<file path="config.mk">
export PLATFORM = sky130hd
export DESIGN_NAME = counter_reload_seq_flat
export DESIGN_NICKNAME = d
export VERILOG_FILES = /design/src/rtl/counter_reload_seq_pkg.sv /design/src/rtl/counter_reload_seq_if.sv /design/src/rtl/counter_reload_seq_reload_fifo.sv /design/src/rtl/counter_reload_seq.sv /design/src/flat_wrapper.sv
export SDC_FILE = /design/constraint.sdc
export NUM_CORES = 1
export LEC_CHECK = 0
export BUFFER_PORTS_ARGS = -buffer_cell sky130_fd_sc_hd__buf_2
export CAP_MARGIN = 20
export CORE_UTILIZATION = 46
export CTS_CLUSTER_DIAMETER = 30
export DETAILED_ROUTE_END_ITERATION = 10
export GPL_ROUTABILITY_DRIVEN = 1
export PLACE_DENSITY = 0.73
export SKIP_CTS_REPAIR_TIMING = 1
export SLEW_MARGIN = 20
export SYNTH_ARGS = -nofsm -noshare
export SYNTH_HDL_FRONTEND = slang
export SYNTH_SLANG_ARGS = --single-unit
</file>
<file path="constraint.sdc">
create_clock -name clk -period 1.75 [get_ports clk]
set_input_delay 0 -clock clk [delete_from_list [all_inputs] [get_ports clk]]
set_output_delay 0 -clock clk [all_outputs]
set_load 0.01 [all_outputs]
</file>
<file path="src/rtl/counter_reload_seq_pkg.sv">
// Shared types and defaults for the counter reload sequencer.
// State encodings are fixed (IDLE=0, LOAD=1, RUN=2) so they stay stable across builds.
package counter_reload_seq_pkg;

    localparam int WIDTH_DEF = 5;
    localparam int DEPTH_DEF = 2;

    typedef enum logic [1:0] {
        ST_IDLE = 2'd0,
        ST_LOAD = 2'd1,
        ST_RUN  = 2'd2
    } seq_state_e;

endpackage

</file>
<file path="src/rtl/counter_reload_seq_if.sv">
// Reload-value handshake between a producer (master) and the sequencer (slave).
interface counter_reload_seq_if #(
    parameter int WIDTH = counter_reload_seq_pkg::WIDTH_DEF
);
    logic             in_valid;
    logic             in_ready;
    logic [WIDTH-1:0] in_data;

    modport master (output in_valid, output in_data, input in_ready);
    modport slave  (input in_valid, input in_data, output in_ready);
endinterface

</file>
<file path="src/rtl/counter_reload_seq_reload_fifo.sv">
// Synchronous show-ahead FIFO holding queued reload values (DEPTH x WIDTH, DEPTH a power of 2).
module reload_fifo #(
    parameter int WIDTH = 5,
    parameter int DEPTH = 2
) (
    input  logic             clk,
    input  logic             rst,
    input  logic             push,
    input  logic             pop,
    input  logic [WIDTH-1:0] wdata,
    output logic [WIDTH-1:0] rdata,
    output logic             full,
    output logic             empty
);
    localparam int AW = $clog2(DEPTH);

    logic [WIDTH-1:0] mem [DEPTH];
    logic [AW:0]      wr_ptr;
    logic [AW:0]      rd_ptr;
    logic             do_push;
    logic             do_pop;

    assign do_push = push && !full;
    assign do_pop  = pop && !empty;

    always_ff @(posedge clk) begin
        if (rst) begin
            wr_ptr <= '0;
            rd_ptr <= '0;
        end else begin
            if (do_push) wr_ptr <= wr_ptr + (AW + 1)'(1);
            if (do_pop)  rd_ptr <= rd_ptr + (AW + 1)'(1);
        end
    end

    always_ff @(posedge clk) begin
        if (do_push && !rst) mem[wr_ptr[AW-1:0]] <= wdata;
    end

    // Extra pointer MSB distinguishes full from empty when the indices match.
    assign empty = (wr_ptr == rd_ptr);
    assign full  = (wr_ptr[AW] != rd_ptr[AW]) && (wr_ptr[AW-1:0] == rd_ptr[AW-1:0]);
    assign rdata = mem[rd_ptr[AW-1:0]];

endmodule

</file>
<file path="src/rtl/counter_reload_seq.sv">
// Reload sequencer for a loadable up-counter: queues reload values and swaps them in at terminal count.
// Build option COUNTER_RELOAD_AUTO_EN: with an empty queue, repeat the last period instead of freezing.
//
//   state | meaning
//   IDLE  | counter frozen (load=1), waiting for a queued value
//   LOAD  | counter samples load/data at the end of this cycle
//   RUN   | counter free-running, watching for TC_VALUE-1
module counter_reload_seq
    import counter_reload_seq_pkg::*;
#(
    parameter int               WIDTH    = WIDTH_DEF,
    parameter int               DEPTH    = DEPTH_DEF,
    parameter logic [WIDTH-1:0] TC_VALUE = {WIDTH{1'b1}}
) (
    input  logic                 clk,
    input  logic                 rst,
    counter_reload_seq_if.slave  in_if,
    input  logic [WIDTH-1:0]     cnt,
    output logic                 load,
    output logic [WIDTH-1:0]     data,
    output logic                 busy,
    output logic                 tc_pulse
);
    localparam logic [WIDTH-1:0] PRE_TC = TC_VALUE - {{(WIDTH-1){1'b0}}, 1'b1};

    seq_state_e       state_q, state_d;
    logic             load_q, load_d;
    logic [WIDTH-1:0] data_q, data_d;
    logic             tc_q, tc_d;
    logic             freeze_q, freeze_d;
    logic             fifo_pop;
    logic             fifo_full;
    logic             fifo_empty;
    logic [WIDTH-1:0] fifo_head;
    logic             pre_tc_hit;

    reload_fifo #(
        .WIDTH (WIDTH),
        .DEPTH (DEPTH)
    ) u_fifo (
        .clk   (clk),
        .rst   (rst),
        .push  (in_if.in_valid && in_if.in_ready),
        .pop   (fifo_pop),
        .wdata (in_if.in_data),
        .rdata (fifo_head),
        .full  (fifo_full),
        .empty (fifo_empty)
    );

    assign in_if.in_ready = !fifo_full;
    assign pre_tc_hit     = !load_q && (cnt == PRE_TC);

    always_ff @(posedge clk) begin
        if (rst) begin
            state_q  <= ST_IDLE;
            load_q   <= 1'b1;
            data_q   <= '0;
            tc_q     <= 1'b0;
            freeze_q <= 1'b0;
        end else begin
            state_q  <= state_d;
            load_q   <= load_d;
            data_q   <= data_d;
            tc_q     <= tc_d;
            freeze_q <= freeze_d;
        end
    end

    always_comb begin
        state_d  = state_q;
        load_d   = load_q;
        data_d   = data_q;
        tc_d     = 1'b0;
        freeze_d = freeze_q;
        fifo_pop = 1'b0;
        unique case (state_q)
            ST_IDLE: begin
                load_d = 1'b1;
                if (!fifo_empty) begin
                    fifo_pop = 1'b1;
                    data_d   = fifo_head;
                    freeze_d = 1'b0;
                    state_d  = ST_LOAD;
                end
            end
            ST_LOAD: begin
                // A freeze load parks the counter at TC_VALUE, so load stays high.
                if (freeze_q) begin
                    state_d = ST_IDLE;
                end else begin
                    load_d  = 1'b0;
                    state_d = ST_RUN;
                end
            end
            ST_RUN: begin
                if (pre_tc_hit) begin
                    tc_d    = 1'b1;
                    load_d  = 1'b1;
                    state_d = ST_LOAD;
                    if (!fifo_empty) begin
                        fifo_pop = 1'b1;
                        data_d   = fifo_head;
                        freeze_d = 1'b0;
                    end else begin
`ifdef COUNTER_RELOAD_AUTO_EN
                        data_d   = data_q;
                        freeze_d = 1'b0;
`else
                        data_d   = TC_VALUE;
                        freeze_d = 1'b1;
`endif
                    end
                end
            end
            default: begin
                load_d  = 1'b1;
                state_d = ST_IDLE;
            end
        endcase
    end

    assign load     = load_q;
    assign data     = data_q;
    assign tc_pulse = tc_q;
    assign busy     = (state_q != ST_IDLE);

endmodule
</file>
<file path="src/flat_wrapper.sv">
// flat-port wrapper written by rule: the top's interface ports become plain ports
module counter_reload_seq_flat import counter_reload_seq_pkg::*;
#(
    parameter int               WIDTH    = WIDTH_DEF,
    parameter int               DEPTH    = DEPTH_DEF,
    parameter logic [WIDTH-1:0] TC_VALUE = {WIDTH{1'b1}}
)
  (clk, rst, cnt, load, data, busy, tc_pulse, in_if_in_valid, in_if_in_data, in_if_in_ready);
  counter_reload_seq_if #(.WIDTH(WIDTH)) in_if_i ();
  input  logic clk;
  input  logic rst;
  input  logic [WIDTH-1:0] cnt;
  output logic load;
  output logic [WIDTH-1:0] data;
  output logic busy;
  output logic tc_pulse;
  input wire logic [$bits(in_if_i.in_valid)-1:0] in_if_in_valid;
  input wire logic [$bits(in_if_i.in_data)-1:0] in_if_in_data;
  output wire logic [$bits(in_if_i.in_ready)-1:0] in_if_in_ready;
  assign in_if_i.in_valid = in_if_in_valid;
  assign in_if_i.in_data = in_if_in_data;
  assign in_if_in_ready = in_if_i.in_ready;
  counter_reload_seq #(.WIDTH(WIDTH), .DEPTH(DEPTH), .TC_VALUE(TC_VALUE)) u_core (.clk(clk), .rst(rst), .in_if(in_if_i), .cnt(cnt), .load(load), .data(data), .busy(busy), .tc_pulse(tc_pulse));
endmodule
</file>
# Word level (Yosys, flattened, before mapping)
# Memories as Yosys holds them, arrays and structs flattened. A register that Yosys moved wholly into a read port is not among the register bits.
# Cells that the tools add are included.
# totals
regBits	14
ram_bits	10
in_bits	13
out_inout_bits	9
wordCells	60
n_memories	1
# classes
add_sub_neg	2
n_eq_ne	9
n_mux	23
bitwise_logic	1
n_reduce_logical	17
# memory_table
memory	depth	width	read_ports	rd_clocked_by_memory_dff	write_ports	line	rtl
u_core.u_fifo.mem	2	5	1	1	1	counter_reload_seq_reload_fifo.sv:17	logic [WIDTH-1:0] mem [DEPTH];
# ops
op	count
5-bit 2-to-1 mux	3
1-bit 2-to-1 mux	12
5-bit case mux with 2 select lines	1
1-bit logical AND	6
2-bit 2-to-1 mux	3
1-bit case mux with 2 select lines	3
2-bit case mux with 3 select lines	1
5-bit == test, second input constant	1
2-bit by 1-bit adder with 2-bit output, second input constant	2
1-bit zero test	4
2-bit inequality test, second input constant	2
2-bit AND reduction	2
2-bit nonzero test	2
3-bit AND reduction	1
2-bit by 1-bit == test with 1-bit output, second input constant	1
2-bit == test	1
2-bit == test, second input constant	1
2-bit zero test	1
2-bit by 1-bit inequality test with 1-bit output, second input constant	1
2-bit OR reduction	1
1-bit == test	1
1-bit inequality test	1
1-bit NOT	1

# Longest topological paths before layout
# depth
ltp_word	8
ltp_mapped	4
ltp_nobuf	4

# By module
# From an unflattened synthesis, not the netlist that was laid out.
# unflattened
cells_unflattened	88
area_unflattened_um2	1093.5
# by_module_without_submodules
module	n_inst	cells_each	area_per_inst_um2	seq_area_each_um2
reload_fifo	1	49	639.4	400.4
counter_reload_seq	1	39	454.2	200.2

# Worst setup path after synthesis
# No wires, ideal clock.
# synth_timing
path_kind	reg2reg
start	register u_core.u_fifo.wr_ptr[0]
end	memory u_core.u_fifo.mem[1][0] (enable)
setup_time_ns	0.375
arrival_ns	1.294
t_required_ns	1.375
path_slack_ns	0.081
stages_incl_launch_ff	4
n_path_buf	0
synth_period_minus_slack_ns	1.669
cell_sequence	dfxtp_1 xor2_2 o21ai_0 nor3b_1
# synth_between
elab_chain_cells	8
# synth_rtl
element	line	rtl
start, declared	counter_reload_seq_reload_fifo.sv:18	logic [AW:0] wr_ptr;
start signal, assigned	counter_reload_seq_reload_fifo.sv:31	if (do_push) wr_ptr <= wr_ptr + (AW + 1)'(1);
1-bit == test	counter_reload_seq_reload_fifo.sv:42	assign full = (wr_ptr[AW] != rd_ptr[AW]) && (wr_ptr[AW-1:0] == rd_ptr[AW-1:0]);
1-bit logical AND	counter_reload_seq_reload_fifo.sv:42	
1-bit zero test	counter_reload_seq_reload_fifo.sv:23, counter_reload_seq.sv:51	
1-bit logical AND	counter_reload_seq.sv:43	.push (in_if.in_valid && in_if.in_ready),
1-bit logical AND	counter_reload_seq_reload_fifo.sv:23	assign do_push = push && !full;
1-bit logical AND	counter_reload_seq_reload_fifo.sv:37	if (do_push && !rst) mem[wr_ptr[AW-1:0]] <= wdata;
1-bit 2-to-1 mux	counter_reload_seq_reload_fifo.sv:37	
1-bit 2-to-1 mux (not written as such)	counter_reload_seq_reload_fifo.sv:37	
end, declared	counter_reload_seq_reload_fifo.sv:17	
# Parallel ways exist; a longest one is shown, timed or not.

# Worst setup path after layout
# layout_timing
start	register u_core.u_fifo.wr_ptr[0]
end	memory u_core.u_fifo.mem[1][1] (enable)
# Same word-level chain as after synthesis.

==> PnR_summary.wiki <==
{| class="wikitable"
! Metric !! Value
|-
| HPWL after detailed placement || 1240 um
|-
| Die Outline Area || 2310 um2
|-
| Root Driver || sky130_fd_sc_hd__clkbuf_4
|-
| Biggest fanout along the worst timing path || 5
|-
| Setup repair after global routing missed its margin || false
|-
| Number of synthesis warnings || 0
|-
| Clock Latency Late Sink || 0.32 ns
|-
| Layout cell share with drive strength beyond 1 || 0.274
|-
| Synthesized-area fraction occupied by and/or/nand/nor cells || 0.104
|-
| Fin cells || 140
|-
| Parity-gate share of the synthesized area counting xor and xnor cells || 0.0525
|-
| Io pins || 22
|-
| Skew final || 0.00376 ns
|-
| Endpoints failing setup || 0
|-
| DRT Pass-1 Iters || 4
|-
| Global routing usage summed across all routing layers || 0.172
|-
| Die H || 48.1 um
|-
| Cells on Worst Hold Path || 2
|-
| Global placer's final weighted congestion || 0.771
|-
| Main combinational cell family by area after synthesis || compound AO/OA/AOI/OAI gates
|-
| DRC violation total after the first TritonRoute iteration || 18
|-
| Max-slew violations || 0
|-
| Setup Total Neg Slack || 0 ns
|-
| Library cell occupying the most area in the post-synthesis netlist || sky130_fd_sc_hd__dfxtp_1
|-
| Number of input and output port buffers inserted || 21
|-
| Remaining antenna violation count after routing || 0
|-
| Initial Utilization || 0.493
|-
| Max-capacitance violation count || 0
|-
| Post-synth net total || 97
|-
| Final hold vios || 0
|-
| Overflow left after global routing || 0
|-
| Number of antenna violations at the first check in global routing || 0
|-
| CTS H-tree lvls || 1
|-
| Area grow syn2layout || 23.3%
|-
| Classification of the worst-slack hold path || input pin to flip-flop
|-
| Core area || 1980 um2
|-
| Leakage dissipation || 0.477 nW
|-
| Highest clock frequency the design can meet || 0.631 GHz
|-
| Wire per inst || 12.1 um
|-
| Antenna Cells || 0
|-
| Post-route minimum period || 1.58 ns
|-
| Vias per Instance || 5.17
|-
| Ratio of total power to cell area || 1500 nW/um2
|-
| Number of clock sinks seen by CTS || 25
|-
| Synthesized area per cell || 11.6 um2
|-
| Arr. time, crit path || 1.64 ns
|-
| Synthesized-area fraction occupied by ao, oa, aoi and oai cells || 0.132
|-
| Via count of the routed design || 724
|-
| Largest net degree at the start of global routing || 17
|-
| Number of global-route vias before repair || 649
|-
| Clk slew on worst S/H paths || 0.13 ns
|-
| Clock buffer depth || 2
|-
| Final Net Count || 127
|-
| Top-area cell type share of the netlist area || 0.307
|-
| Worst ir drop on vdd || 0.000808 V
|-
| Post-Route WL || 1700 um
|-
| Startpoint-to-endpoint class of the critical path || flip-flop to flip-flop
|-
| Endpoint kind of the worst setup timing path || flip-flop
|-
| Relative slew margins || 0.731
|-
| Placed cell count || 131
|-
| First-pass GRT wire length || 2640 um
|-
| Floorplan row count || 16
|-
| Count of unresolved DRC violations after routing || 0
|-
| Share of synthesized cell area in full adder, half adder and majority cells || 0
|-
| Final worst path period share || 0.905
|-
| Cell depth of the worst flop-to-flop path || 4
|-
| TritonCTS clock tree || done
|-
| Synthesized cell area || 977 um2
|-
| Critical path data required time || 1.80 ns
|-
| Startpoint kind of the worst setup timing path || flip-flop
|-
| Post-synthesis cell count || 84
|-
| Result of the run || complete, no violations
|-
| Pin slew with the least headroom to its limit || 0.400 ns
|-
| Portion of the post-synthesis area used by sequential elements || 0.615
|-
| Chip Width || 48.1 um
|-
| Num CTS Buffers || 3
|-
| Proportion of synthesized area in mux cells || 0.0512
|-
| Synthesis-stage register bit count || 25
|-
| Distinct cell type count of the synthesized netlist || 27
|-
| Cells taking the most area after synthesis || sky130_fd_sc_hd__dfxtp_1, sky130_fd_sc_hd__edfxtp_1, sky130_fd_sc_hd__mux2i_1, sky130_fd_sc_hd__a221oi_1, sky130_fd_sc_hd__inv_1
|}
cell usage after synthesis:
cell type / number
sky130_fd_sc_hd__dfxtp_1: 15
sky130_fd_sc_hd__edfxtp_1: 10
sky130_fd_sc_hd__inv_1: 9
sky130_fd_sc_hd__nor2_1: 6
sky130_fd_sc_hd__a221oi_1: 5
sky130_fd_sc_hd__mux2i_1: 5
sky130_fd_sc_hd__o21ai_0: 4
sky130_fd_sc_hd__a21oi_1: 3
sky130_fd_sc_hd__nor3_1: 3
sky130_fd_sc_hd__xor2_1: 3
sky130_fd_sc_hd__a32o_1: 2
sky130_fd_sc_hd__buf_1: 2
sky130_fd_sc_hd__nand2_1: 2
sky130_fd_sc_hd__or3_1: 2
sky130_fd_sc_hd__a21o_1: 1
sky130_fd_sc_hd__a31oi_1: 1
sky130_fd_sc_hd__a41oi_1: 1
sky130_fd_sc_hd__and4bb_2: 1
sky130_fd_sc_hd__clkbuf_1: 1
sky130_fd_sc_hd__nand2b_1: 1
sky130_fd_sc_hd__nand3_1: 1
sky130_fd_sc_hd__nor2_2: 1
sky130_fd_sc_hd__nor3b_1: 1
sky130_fd_sc_hd__nor4_1: 1
sky130_fd_sc_hd__o211ai_1: 1
sky130_fd_sc_hd__xnor2_1: 1
sky130_fd_sc_hd__xor2_2: 1
sequential cells by signal (all words and copies together), names as in the netlist, named ones only:
signal	flops
u_core.tc_pulse	1
u_core.u_fifo.rd_ptr	2
u_core.u_fifo.mem	10
u_core.freeze_q	1
u_core.data	5
u_core.state_q	2
u_core.load	1
u_core.u_fifo.wr_ptr	2
critical path, cell delays in order (launching register included):
cell and delay, ns:
sky130_fd_sc_hd__dfxtp_1 0.47, sky130_fd_sc_hd__xor2_2 0.25, sky130_fd_sc_hd__o21ai_0 0.22, sky130_fd_sc_hd__nor3b_1 0.22
sky130_fd_sc_hd__buf_4 0.17
final cells by class:
type	instances	area (um2)
clock buffers	3	22.5
clock inverters	1	5.00
fillers	171	777
inverters	9	33.8
multi-input cells	47	339
flip-flops and latches	25	601
well taps	27	33.8
repair buffers	28	170
power by group:
part	total [mW]	leakage [nW]	internal (mW)	switching [mW]
clock network	0.252	0.0177	0.0856	0.166
logic	0.694	0.245	0.306	0.388
registers	0.856	0.215	0.741	0.115
through the flow:
step	worst slack [ns]	util	cell area, um2	total power [mW]	hold slack [ns]
after detailed placement	0.0691	0.565	1120	1.54	0.193
after CTS	0.0655	0.579	1150	1.79	-0.151
after global placement	0.221	0.565	1120	1.51	0.189
final	0.166	0.608	1200	1.80	0.0259
after floorplan	0.0811	-	977	1.35	0.0989
after global routing	0.0216	0.608	1200	1.93	0.0255
placed cells by master, fill, tap and decap left out, types with 4 or more instances in the layout:
master / Yosys / layout
sky130_fd_sc_hd__dfxtp_1: 15 / 15
sky130_fd_sc_hd__edfxtp_1: 10 / 10
sky130_fd_sc_hd__inv_1: 9 / 9
sky130_fd_sc_hd__nor2_1: 6 / 6
sky130_fd_sc_hd__a221oi_1: 5 / 5
sky130_fd_sc_hd__mux2i_1: 5 / 5
sky130_fd_sc_hd__dlygate4sd3_1: 0 / 5
sky130_fd_sc_hd__buf_2: 0 / 21
sky130_fd_sc_hd__o21ai_0: 4 / 4
metal layers:
metal,track usage,vias to the layer above,share of wire
met5,0,-,0
met4,0.0667,0,0.015
met3,0.0667,4,0.051
met2,0.284,25,0.48
met1,0.201,333,0.46
li1,-,362,-
worst paths after layout:
path | startpoint | to | slack (ns)
worst max-delay path | u_core.u_fifo.wr_ptr[0]$_SDFFE_PP0P_ | u_core.u_fifo.mem[1][1]$_DFFE_PP_ | 0.17
worst min-delay path | rst | u_core.state_q[1]$_SDFFE_PP0P_ | 0.03
worst max register to register | u_core.u_fifo.wr_ptr[0]$_SDFFE_PP0P_ | u_core.u_fifo.mem[1][1]$_DFFE_PP_ | 0.17
worst min register to register | u_core.data[4]$_SDFFE_PP0P_ | u_core.data[4]$_SDFFE_PP0P_ | 0.48
logic make-up (layout without fill, tap and decap cells):
kind of cell	Yosys count	after routing
flops	25	25
buf+inv	12	41
mux	5	5
simple gates	19	19
compound gates	18	18
xor+xnor	5	5
(Power assumes the default switching activity.)
